--- src/rtl/miter_skew_monitor.sv ---
// miter_skew_monitor: compares the two copies of a miter, with copy 1 optionally delayed,
// and latches the first divergence (cycle index and differing-bit mask).
module miter_skew_monitor #(
    parameter int WIDTH    = 37,
    parameter int MAX_SKEW = 4,
    parameter int CNT_W    = 16
) (
    input  logic             clk,
    input  logic             rst,
    input  logic             en_i,
    input  logic             arm_i,
    input  logic             clear_i,
    input  logic [3:0]       skew_i,
    input  logic [WIDTH-1:0] mask_i,
    input  logic [WIDTH-1:0] data1_i,
    input  logic [WIDTH-1:0] data2_i,
    output logic [1:0]       state_o,
    output logic             mismatch_o,
    output logic [WIDTH-1:0] diff_o,
    output logic [CNT_W-1:0] div_cycle_o,
    output logic [CNT_W-1:0] cmp_count_o
);
    typedef enum logic [1:0] {IDLE, FILL, CHECK, DIVERGED} state_t;
    state_t state;
    logic [3:0] skew, fill_cnt, skew_clamped;
    logic [WIDTH-1:0] dl [MAX_SKEW];
    logic [WIDTH-1:0] d1_del, diff;
    // dl[k] holds data1_i from k+1 enabled cycles ago; skew 0 bypasses the line
    always_comb begin
        d1_del = data1_i;
        for (int i = 0; i < MAX_SKEW; i++)
            if (skew == 4'(i + 1)) d1_del = dl[i];
    end
    assign diff = (d1_del ^ data2_i) & mask_i;
    assign skew_clamped = (skew_i > 4'(MAX_SKEW)) ? 4'(MAX_SKEW) : skew_i;
    assign state_o = state;
    always_ff @(posedge clk or posedge rst) begin
        if (rst) begin
            for (int i = 0; i < MAX_SKEW; i++) dl[i] <= '0;
        end else if (en_i) begin
            dl[0] <= data1_i;
            for (int i = 1; i < MAX_SKEW; i++) dl[i] <= dl[i-1];
        end
    end
    always_ff @(posedge clk or posedge rst) begin
        if (rst) begin
            state       <= IDLE;
            skew        <= '0;
            fill_cnt    <= '0;
            mismatch_o  <= 1'b0;
            diff_o      <= '0;
            div_cycle_o <= '0;
            cmp_count_o <= '0;
        end else if (clear_i) begin
            state <= IDLE;
        end else if (en_i) begin
            case (state)
                IDLE: if (arm_i) begin
                    skew        <= skew_clamped;
                    fill_cnt    <= '0;
                    mismatch_o  <= 1'b0;
                    diff_o      <= '0;
                    div_cycle_o <= '0;
                    cmp_count_o <= '0;
                    state       <= (skew_clamped == 4'd0) ? CHECK : FILL;
                end
                FILL: begin
                    if (fill_cnt == skew - 4'd1) state <= CHECK;
                    else fill_cnt <= fill_cnt + 4'd1;
                end
                CHECK: begin
                    if (cmp_count_o != '1) cmp_count_o <= cmp_count_o + 1'b1;
                    if (|diff) begin
                        state       <= DIVERGED;
                        mismatch_o  <= 1'b1;
                        diff_o      <= diff;
                        div_cycle_o <= cmp_count_o;
                    end
                end
                default: ;
            endcase
        end
    end
endmodule

--- config.mk ---
export PLATFORM = sky130hd
export DESIGN_NAME = miter_skew_monitor
export DESIGN_NICKNAME = d
export VERILOG_FILES = /design/src/rtl/miter_skew_monitor.sv
export SDC_FILE = /design/constraint.sdc
export NUM_CORES = 1
export LEC_CHECK = 0
export ABC_AREA = 1
export ABC_CLOCK_PERIOD_IN_PS = 7800
export CAP_MARGIN = 10
export CORE_MARGIN = 3
export CORE_UTILIZATION = 35
export DETAILED_ROUTE_END_ITERATION = 6
export DONT_BUFFER_PORTS = 1
export GPL_TIMING_DRIVEN = 0
export SETUP_SLACK_MARGIN = 0.3
export SLEW_MARGIN = 20
export SYNTH_ARGS = -nofsm -noshare
export SYNTH_HDL_FRONTEND = slang
export SYNTH_SLANG_ARGS = --single-unit
--- constraint.sdc ---
create_clock -name clk -period 7.8 [get_ports clk]
set_input_delay 1.17 -clock clk [delete_from_list [all_inputs] [get_ports clk]]
set_output_delay 1.17 -clock clk [all_outputs]
set_load 0.01 [all_outputs]
==> impl_metrics.toml, run 1 <==
[sta]
max_slew_margin_pct = 50.54
fin_skew_ps = 16.20
hold_violations = 0
fin_crit_sh_pct = 44.88
fmax_mhz = 285.7
rsz0062_at_grt = "false"
drv_slew = 0
layout_min_cycle_time_ps = 3501
worst_pin_slew_ps = 741.9
finalSetupViolCount = 0

[finish]
layout-drive-gt1-share_pct = 5.284
nets = 1855
stdcell_area_um2 = 13580
antennaDiodeCount = 0
fin_cells = 2189
syn2layout_area_growth_pct = 11.33

[worst_hold_path]
min_path_type = "reg2reg"
hold_depth = 2

[critical_path]
cp.required_ps = 8200
crit_path_end_kind = "register"
path_max_fanout = 10
critical_path_class = "reg2reg"
startpoint_type = "register"
cp.arrival_ps = 3900
reg2regPathDepth = 19

[yosys]
yosysMostFrequentCell = "nand2_1"
synth_flop_cell = "dfrtp_1"
yosys_warnings = 0
synth-simple-area-share_pct = 29.75
ys_seq_area_share_pct = 46.79
synth_top_area_share_pct = 46.79
async_reset_ff_share_pct = 100.0
netlist_area_um2 = 12190
ys_ff_latch = 228
yosys-top-cells-area = "dfrtp_1, nand2_1, o21ai_0"
synth_xor_area_share_pct = 0.5746
yosysTopAreaCell = "dfrtp_1"
synth_compound_area_share_pct = 10.80
synth_cell_type_count = 35
syn-num-nets = 1826
syn_inst = 1696
post_synth.cell_area_avg_um2 = 7.190
muxShareOfSynthArea_pct = 0
synthAdderAreaFrac_pct = 1.026
synth_top_family_by_area = "simple AND/OR/NAND/NOR gates"
synth_common_cells = "nand2_1, inv_1, dfrtp_1"
synth_edf_count = 0

[global_routing]
busiest_layer = "met2"
grt_pass1_wl_um = 61460
grt_pass1_vias = 10500
antenna_found_initial = 0
overflow = 0
grt_use_total_pct = 21.31
grt_util_met2_pct = 34.76
grt_max_degree = 92
grtUsageMet3_pct = 6.739
use_met1_pct = 27.61

[clock_tree]
path_clk_slew_ps = 60
cts_tree = "done"
cts_made_buffers = 25
clock_sinks = 228
clockBufferDepth = 3
post_cts_buffers = 0
cts_hold_buf = 0
clkLatencyLatePin_ps = 530
root_buffer = "clkbuf_16"
htree_num_levels = 1
cts_resized = 0

[power]
seq_power_share_pct = 38.4
fin_total_pwr_mw = 3.630
power_frac_comb_pct = 30.6
swShare_pct = 37.50
p_clk_share_pct = 31.1
ir_worst_vdd_uv = 139.6
p_int_mw = 2.269
power.leakage_nw = 6.790
p_per_area_nw_per_um2 = 267.4
power_switching_mw = 1.361

[floorplanning]
ios = 192
coreArea_um2 = 33950
fp.dieW_um = 192.7
initial_core_util_pct = 35.92
die-height_um = 192.7
dieArea_um2 = 37120
rows = 67

[detailed_routing]
vias_per_cell = 5.003
drtPass1Iterations = 5
wl_per_cell_um = 18.35
drc = 0
drtAntennaViolNets = 0
drt-total-wl_um = 40170
initialDrtViolationCount = 822
num_vias = 10951

[placement]
numPortBuffers = 0
place_area_um2 = 12820
dp_hpwl_um = 31680
place_congestion = 0.8748
placed_cells = 2146

[run]
max-cap-violations = 0

[outcome]
outcome = "complete, no violations"
## final cells by class
type | count | area, um2
clock buffer | 37 | 720.7
multi-input combinational | 1135 | 5140
buffer | 85 | 417.9
tap | 448 | 560.5
clock inverter | 6 | 37.54
timing repair buffer | 2 | 55.05
sequential | 228 | 5705
fill | 3514 | 20380
inverter | 248 | 938.4
## stage by stage
stage	TNS [ps]	util (%)	hold slack, ps	setup WS (ps)
after floorplan	0	-	453.0	382.1
after global placement	-552350	37.57	463.1	-2443
after detailed placement	0	37.75	470.6	4310
after CTS	0	39.99	468.1	4279
after global routing	0	39.99	507.1	3925
final	0	39.99	481.9	4299
## state kept, by name, summed over array words and instances, names as in the netlist
signal / cells
mismatch_o: 1
diff_o: 37
dl: 148
skew: 4
cmp_count_o: 16
div_cycle_o: 16
state_o: 2
fill_cnt: 4
## worst max-delay path, cell delays in order (launching register included)
cell      delay, ps
dfrtp_1         440
inv_1           160
ha_1            340
clkbuf_1        460
nand3_1         130
nand2_1          90
inv_1            40
nand2_1          80
nand2_1          70
nand2_1          60
nand2_1          60
nand3_1         140
nand2_1          70
nor2_1          120
nand2_1         100
nor2_1          120
nand3_2         170
nand2_2         260
buf_2           330
o21ai_0         120
## path summary, 6_finish.rpt
path	end	slack (ps)	start
hold / removal	dl[33]	480	dl[70]
max in group asynchronous	dl[89]	6060	rst
hold reg to reg	dl[33]	480	dl[70]
setup reg to reg	diff_o[3]	4300	skew[0]
setup / recovery	diff_o[3]	4300	skew[0]
min in group asynchronous	diff_o[31]	510	rst
## logic make-up after synthesis
kind of cell	after synthesis
DFF	228
xor gates and xnor gates	8
AOI/OAI and AO/OA	247
adders and majority gates	10
and+or+nand+nor	870
buffers and inverters	333
## power groups by stage
stage	Clock [mW]	Combinational (mW)	Sequential (mW)
6_report	1.13	1.11	1.39
5_1_grt	1.20	1.27	1.41
4_1_cts	1.15	1.10	1.39
3_5_place_dp	0	1.10	1.41
3_3_place_gp	0	1.07	1.41
2_1_floorplan	0	0.791	1.39
## per-layer routing
layer  routed length (um)  part of all wire (%)
met2                18260                    45
met5                    0                     0
met1                17110                    43
met4                  896                   2.2
met3                 3903                   9.7
## placed cells by master, fill, tap and decap left out, types with 5 or more instances in the layout
master | netlist | final
buf_6 | 7 | 7
nand2_1 | 606 | 606
xnor2_1 | 6 | 6
nand4_1 | 43 | 43
a21oi_1 | 6 | 6
o21ai_0 | 199 | 199
o21ai_1 | 14 | 14
nand3_1 | 174 | 174
ha_1 | 10 | 10
inv_1 | 246 | 245
dfrtp_1 | 228 | 228
clkbuf_1 | 46 | 53
o21ai_2 | 10 | 10
nor2_1 | 29 | 29
clkbuf_16 | 0 | 25
clkbuf_8 | 0 | 5
buf_2 | 28 | 28
nor3_1 | 11 | 11
No activity file was read; power rests on OpenSTA's default activity.
==> run 2: changes to the inputs <==
- ABC_CLOCK_PERIOD_IN_PS: 7800 -> 3200
- clock period: 7.8 -> 3.2 ns (I/O delays scaled with it)
==> run 2 against run 1 <==
  * Setup slack worse by 4000 ps
  * Die area is the same
  * Highest routed layer unchanged
  * Sequential power increased by 150%
  * Total power grew to 2.6 times the previous value
  * Critical path depth up 1
  * Routed wire length up 4.3%
  * First-iteration DRC count grew 7.7%
  * Global-route usage grew 0.30 points
==> impl_metrics.toml, run 2 (same netlist as run 1, synthesis figures left out) <==
[power]
ir_worst_vdd_uv = 402.9
p_per_area_nw_per_um2 = 646.2
power.leakage_nw = 7.332

[detailed_routing]
wl_per_cell_um = 18.78
vias_per_cell = 5.026
drc = 0
num_vias = 11212
drt-total-wl_um = 41900
drtAntennaViolNets = 0
initialDrtViolationCount = 885
drtPass1Iterations = 5

[finish]
syn2layout_area_growth_pct = 21.71
final_common_cell = "nand2_1"
largest_reg_flops = 148
top_register = "dl"
antennaDiodeCount = 0
stdcell_area_um2 = 14840
reg_top3 = "dl: 148 flops, diff_o: 37 flops"
layout-drive-gt1-share_pct = 13.07
final_cell_mix = "nand2_1, inv_1, dfrtp_1, o21ai_0, nand3_1"
fill_cells = 3380
nets = 1897

[critical_path]
r2r_slack_ps = 310
startpoint_type = "register"
cp.arrival_ps = 3340
critical_path_class = "reg2reg"
crit_path_end_kind = "register"
cp.required_ps = 3650
r2r_start = "skew[0]"
path_max_fanout = 7
crit_path_start = "skew[0]"

[placement]
numPortBuffers = 0
place_congestion = 0.8799
place_area_um2 = 12970
dp_hpwl_um = 32180

[global_routing]
antenna_found_initial = 0
grt_pass1_vias = 10476
grt_use_total_pct = 21.61
overflow = 0
grt_pass1_wl_um = 62040
grt_max_degree = 34

[clock_tree]
cts_tree = "done"
cts_made_buffers = 25
clkLatencyLatePin_ps = 530
root_buffer = "clkbuf_16"
htree_num_levels = 1
clock_sinks = 228
path_clk_slew_ps = 60
clockBufferDepth = 3

[worst_hold_path]
min_path_type = "in2reg"
min_from = "data1_i[13]"

[sta]
worst_pin_slew_ps = 961.3
holdWs_ps = 69.01
fin_crit_sh_pct = 90.30
rsz0062_at_grt = "true"
fin_skew_ps = 13.52
max_slew_margin_pct = 35.42
finalSetupViolCount = 0
drv_slew = 0
hold_violations = 0
layout_min_cycle_time_ps = 2890
fmax_mhz = 346.1

[floorplanning]
ios = 192
rows = 67
die-height_um = 192.7
coreArea_um2 = 33950
initial_core_util_pct = 35.92
fp.dieW_um = 192.7
dieArea_um2 = 37120

[run]
max-cap-violations = 0

[outcome]
outcome = "complete, no violations"
[run 2: changes by cell type in the layout (fill, tap and decap cells not counted), sizes merged]
cell         before  now
clkinvlp          0    2
nand2           608  609
clkbuf           83   87
bufinv            0    1
inv             249  247
buf              41   76
dlygate4sd3       0    1
[run 2: timing repair]
action,CTS,global route
hold buffers,1,0
setup endpoints to repair,56,64
buffers inserted,15,10
gates resized for setup,69,157
gates cloned,2,7
pin swaps,7,35
endpoints found under the hold margin,21,0
[run 2: worst max-delay path: stages, from the launching register on]
cell       delay [ps]
dfrtp_2           470
inv_4             100
ha_4              230
nand2_8            90
buf_12            160
clkbuf_16         160
nand3_2            80
nand3_2            90
nand2_4            90
nand3_1            80
nand2_2            80
nor2_4             60
nor2_1            130
nand2_1            90
nor2_2            140
nand3_4           160
nand2_8           160
clkbuf_16         160
clkbuf_16         130
nand2_1            50
o21ai_1            70
[run 2: path summary, 6_finish.rpt]
check / endpoint / cells after the start
setup / recovery: div_cycle_o[2] / 20
hold / removal: dl[124] / 2
setup reg to reg: div_cycle_o[2] / 20
hold reg to reg: dl[30] / 2
max in group asynchronous: dl[7] / 6
min in group asynchronous: diff_o[31] / 2
[run 2: area by class of cell]
cell class                      count  area [um2]  share of cell area [%]
Buffer                             85       660.6                   4.451
Sequential cell                   228        5709                   38.47
Multi-Input combinational cell   1136        5577                   37.57
Timing Repair Buffer               43       614.3                   4.139
Tap cell                          448       560.5                   3.777
Clock inverter                      7       66.31                  0.4468
Clock buffer                       36       706.9                   4.763
Inverter                          248       947.2                   6.382
[run 2: through the flow]
| stage | setup TNS (ps) | setup WS (ps) | cells | utilization, % | power [mW] |
|---|---|---|---|---|---|
| 6_report | 0 | 310.4 | 2231 | 43.71 | 9.591 |
| 5_1_grt | 0 | 162.5 | 2231 | 43.71 | 10.18 |
| 4_1_cts | 0 | 300.2 | 2214 | 41.49 | 9.145 |
| 3_5_place_dp | -16570 | -367.5 | 2153 | 38.20 | 6.144 |
| 3_3_place_gp | -402720 | -1732 | 2144 | 37.58 | 6.055 |
| 2_1_floorplan | -59280 | -260.0 | 1696 | - | 5.308 |
[run 2: power breakdown]
group | switching [mW] | internal [mW] | total [mW]
logic | 2.16 | 1.23 | 3.40
clock network | 1.18 | 1.61 | 2.79
registers | 0.236 | 3.17 | 3.41
total | 3.58 | 6.01 | 9.59
[run 2: layer usage]
metal	share of wire, %	GRT usage (%)	up-vias	routed length (um)
met5	0	0	-	0
met4	2.7	5.800	0	1141
met3	9.6	5.958	66	4012
met2	46	35.23	371	19440
met1	41	28.34	5258	17310
li1	-	-	5517	-
